### config.mk
export PLATFORM = sky130hd
export DESIGN_NAME = tdm_demux4
export DESIGN_NICKNAME = d
export VERILOG_FILES = /design/src/rtl/tdm_demux4.sv
export SDC_FILE = /design/constraint.sdc
export NUM_CORES = 1
export LEC_CHECK = 0
export CORE_ASPECT_RATIO = 0.9
export CORE_MARGIN = 4
export CORE_UTILIZATION = 60
export DETAILED_ROUTE_END_ITERATION = 12
export DONT_BUFFER_PORTS = 1
export PLACE_DENSITY = 0.78
export REMOVE_ABC_BUFFERS = 1
export SLEW_MARGIN = 40
export SYNTH_ARGS = -nofsm -noshare
export SYNTH_HDL_FRONTEND = slang
export SYNTH_SLANG_ARGS = --single-unit
### constraint.sdc
create_clock -name clk -period 2.4 [get_ports clk]
set_input_delay 0.48 -clock clk [delete_from_list [all_inputs] [get_ports clk]]
set_output_delay 0.48 -clock clk [all_outputs]
set_load 0.1 [all_outputs]
### src/rtl/tdm_demux4.sv
// rtl/tdm_demux4.sv - de-interleaves a 4-slot TDM stream into registered frames
// Slot 0 is marked by a sync strobe; a finished frame is held until consumed.
module tdm_demux4 #(
   parameter int WIDTH = 4
) (
   input  logic               clk,
   input  logic               rst,
   input  logic               in_valid,
   input  logic               in_sync,
   input  logic [WIDTH-1:0]   in_data,
   output logic [4*WIDTH-1:0] out_data,
   output logic               out_valid,
   input  logic               out_ready,
   output logic               locked,
   output logic [1:0]         slot,
   output logic               sync_err,
   output logic               overrun
);

   typedef enum logic {HUNT, LOCK} state_t;

   state_t               state_q, state_d;
   logic [1:0]           slot_q, slot_d;
   logic [WIDTH-1:0]     ch0_q, ch0_d, ch1_q, ch1_d, ch2_q, ch2_d;
   logic [4*WIDTH-1:0]   out_data_q, out_data_d;
   logic                 out_valid_q, out_valid_d;
   logic                 sync_err_q, sync_err_d;
   logic                 overrun_q, overrun_d;

   always_ff @(posedge clk or posedge rst) begin
      if (rst) begin
         state_q     <= HUNT;
         slot_q      <= 2'd0;
         ch0_q       <= '0;
         ch1_q       <= '0;
         ch2_q       <= '0;
         out_data_q  <= '0;
         out_valid_q <= 1'b0;
         sync_err_q  <= 1'b0;
         overrun_q   <= 1'b0;
      end else begin
         state_q     <= state_d;
         slot_q      <= slot_d;
         ch0_q       <= ch0_d;
         ch1_q       <= ch1_d;
         ch2_q       <= ch2_d;
         out_data_q  <= out_data_d;
         out_valid_q <= out_valid_d;
         sync_err_q  <= sync_err_d;
         overrun_q   <= overrun_d;
      end
   end

   always_comb begin
      state_d     = state_q;
      slot_d      = slot_q;
      ch0_d       = ch0_q;
      ch1_d       = ch1_q;
      ch2_d       = ch2_q;
      out_data_d  = out_data_q;
      out_valid_d = out_valid_q & ~out_ready;
      sync_err_d  = 1'b0;
      overrun_d   = 1'b0;
      if (in_valid) begin
         if (state_q == HUNT) begin
            if (in_sync) begin
               ch0_d   = in_data;
               slot_d  = 2'd1;
               state_d = LOCK;
            end
         end else if (in_sync && (slot_q != 2'd0)) begin
            // Misplaced sync: drop the partial frame and realign on this beat.
            sync_err_d = 1'b1;
            ch0_d      = in_data;
            slot_d     = 2'd1;
         end else begin
            slot_d = slot_q + 2'd1;
            case (slot_q)
               2'd0:    ch0_d = in_data;
               2'd1:    ch1_d = in_data;
               2'd2:    ch2_d = in_data;
               default: begin
                  if (!out_valid_q || out_ready) begin
                     out_data_d  = {in_data, ch2_q, ch1_q, ch0_q};
                     out_valid_d = 1'b1;
                  end else begin
                     overrun_d = 1'b1;
                  end
               end
            endcase
         end
      end
   end

   assign out_data  = out_data_q;
   assign out_valid = out_valid_q;
   assign locked    = (state_q == LOCK);
   assign slot      = slot_q;
   assign sync_err  = sync_err_q;
   assign overrun   = overrun_q;

endmodule

==> results.toml <==
[status]
status = "completed"

[cts]
cts_made_buffers = 5
post_cts_resized = 0
clock_sinks = 34
cts_tree = "done"
post_cts_buffers = 0
cts_hold_buf = 0
cts_buffer_depth = 2
clock_latency_ns = 0.33
clk_pin_slew_ns = 0.10
h-tree-depth = 2
cts-root-buf = "clkbuf_4"

[drt]
firstDrtPassIters = 2
avgRoutedWirePerCell_um = 18.9
drtIter0Drc = 11
via_per_inst = 5.69
ant_nets = 0
routed_wl_um = 2470
drc = 0
vias = 746

[yosys]
ys_seq_area_share_pct = 60.0
yosys.area.top_type_share_pct = 60.0
synth_cells = 91
syn_area_per_cell_sq_um = 15.6
synth.distinct_cells = 19
ys_ff_latch = 34
yosys_warnings = 0
yosys.area.top_type = "dfrtp_1"
synth.area.top_cells = "dfrtp_1 60%, mux2_2 14%, mux2_4 11%, ha_1 3.5%, buf_6 1.6%"
synthesis.area_sq_um = 1420

[timing]
fin_crit_sh_pct = 76.8
skew_ns = 0.00954
timing_worst_slew_pin_value_ns = 0.888
min_period_ns = 1.84
setup_violations = 0
fin_tns_setup_ns = 0
hold_viol = 0
rsz0062_at_grt = "false"
drv_slew = 0
max_freq_ghz = 0.543
slew_headroom_pct = 40.8

[setup_path]
r2r_slack_ns = 0.56
startpoint_type = "flop"
path_cells = "inv_1, ha_1, nand2b_1, nand4_4, mux2_4"
rr_worst_depth = 5
slowest_delay_ns = 0.42
cp.depth = 5
critPathMaxFanout = 16
crit_family = "simple AND/OR/NAND/NOR gates"
endpoint = "out_data[7]$_DFFE_PP0P_"
slowest_stage = "mux2_4"
worstSetupPathType = "flop to flop"
cp_num_buf_inv = 1
r2r-start = "slot[0]$_DFFE_PP0P_"
r2r_end = "out_data[7]$_DFFE_PP0P_"
arrival_ns = 2.06
cp.required_ns = 2.62
startpoint = "slot[0]$_DFFE_PP0P_"
crit_path_end_kind = "flop"

[layout]
drive_gt1_share_pct = 55.8
syn2layout_area_growth_pct = 11.1
mostFrequentLayoutCells = "19 x dfrtp_1, 18 x mux2_2, 15 x dfrtp_2, 10 x mux2_4, 7 x buf_4"
diodes = 0
fillers = 140
fin_nets = 116
final_common_cell = "dfrtp_1"

[grt]
overflow = 0
antenna_found_initial = 0
grt_use_total_pct = 17.7
grt_max_degree = 35
grt_pass1_vias = 787
grt_pass1_wl_um = 3860

[die]
io_pins = 31
die_w_um = 59.3
rows = 16
die_area_sq_um = 3210
start_util_pct = 63.9
core_area_sq_um = 2220
die_y_um = 54.1

[hold_path]
hold_path_class = "input port to async pin"

[place]
place_congestion = 0.803
port_buffers = 0
dp_hpwl_um = 1740

[run]
cap_violations = 0
## sequential cells by signal, summed over array words and instances, names as in the netlist
signal,count
out_data,16
ch0_q,4
ch1_q,4
ch2_q,4
slot,2
locked,1
out_valid,1
overrun,1
sync_err,1
## cells by family (layout without fill, tap and decap cells)
| family | Yosys count | count (layout) | share of synthesized area (%) |
|---|---|---|---|
| buffers and inverters | 5 | 18 | 2.38 |
| AOI/OAI and AO/OA | 6 | 6 | 3.09 |
| DFF | 34 | 34 | 60.0 |
| muxes | 28 | 28 | 24.9 |
| adders and majority gates | 4 | 4 | 3.53 |
| and+or+nand+nor | 14 | 14 | 6.17 |
## worst min-delay path by stage
| stage | start | cells past startpoint | to | slack (ns) |
|---|---|---|---|---|
| 6_report | rst | 2 | sync_err$_DFF_PP0_ | 0.12 |
| 5_1_grt | rst | 2 | sync_err$_DFF_PP0_ | 0.13 |
| 4_1_cts | rst | 2 | overrun$_DFF_PP0_ | 0.11 |
| 3_5_place_dp | rst | 2 | overrun$_DFF_PP0_ | 0.49 |
| 3_3_place_gp | rst | 2 | out_valid$_DFF_PP0_ | 0.48 |
| 2_1_floorplan | ch2_q[2]$_DFFE_PP0P_ | 1 | out_data[10]$_DFFE_PP0P_ | 0.47 |
## worst reg2reg max path, delay by kind of cell (launching register included)
| family | cells | cell delay (ns) |
|---|---|---|
| DFF | 1 | 0.38 |
| adders and majority gates | 1 | 0.19 |
| and+or+nand+nor | 2 | 0.67 |
| buffers and inverters | 1 | 0.08 |
| muxes | 1 | 0.42 |
## layout make-up
type,count,area (sq um),share of cell area (%)
clock buffer,7,45.0,2.86
clock inverter,1,30.0,1.90
inverter,3,11.3,0.714
multi-input combinational,52,534,33.9
sequential,34,870,55.2
tap,27,33.8,2.14
timing repair buffer,7,52.6,3.33
## cell usage after synthesis
cell type	number
buf_6	2
a311oi_1	1
or2_2	1
nand3_1	4
mux2_4	10
nand4_4	1
dfrtp_1	34
ha_1	4
inv_1	3
o21ai_0	1
a21o_1	2
nand2b_1	2
mux2_2	18
a32o_1	1
nor2_1	2
and2_1	1
a21oi_1	1
nor2b_1	1
nand2_1	2
## routing by layer
layer | track usage (%) | wire, um | part of all wire [%] | up-vias
met4 | 9.06 | 48 | 1.9 | 0
met3 | 10.8 | 223 | 9.0 | 6
li1 | - | - | - | 341
met5 | 0 | 0 | 0 | -
met2 | 28.4 | 1240 | 50 | 24
met1 | 18.2 | 953 | 39 | 375
## stage by stage
stage	cells	util, %	hold WS, ns	setup WS [ns]	area, sq um
after floorplan	89	-	0.475	0.00382	1400
after global placement	123	66.7	0.480	0.599	1480
after detailed placement	123	67.1	0.487	0.528	1490
after CTS	131	70.4	0.115	0.527	1570
after global routing	131	70.9	0.133	0.430	1580
final	131	70.9	0.115	0.557	1580
Power is not shown: default switching activity piles up to over one toggle a cycle in this logic, so the estimate is an artifact.
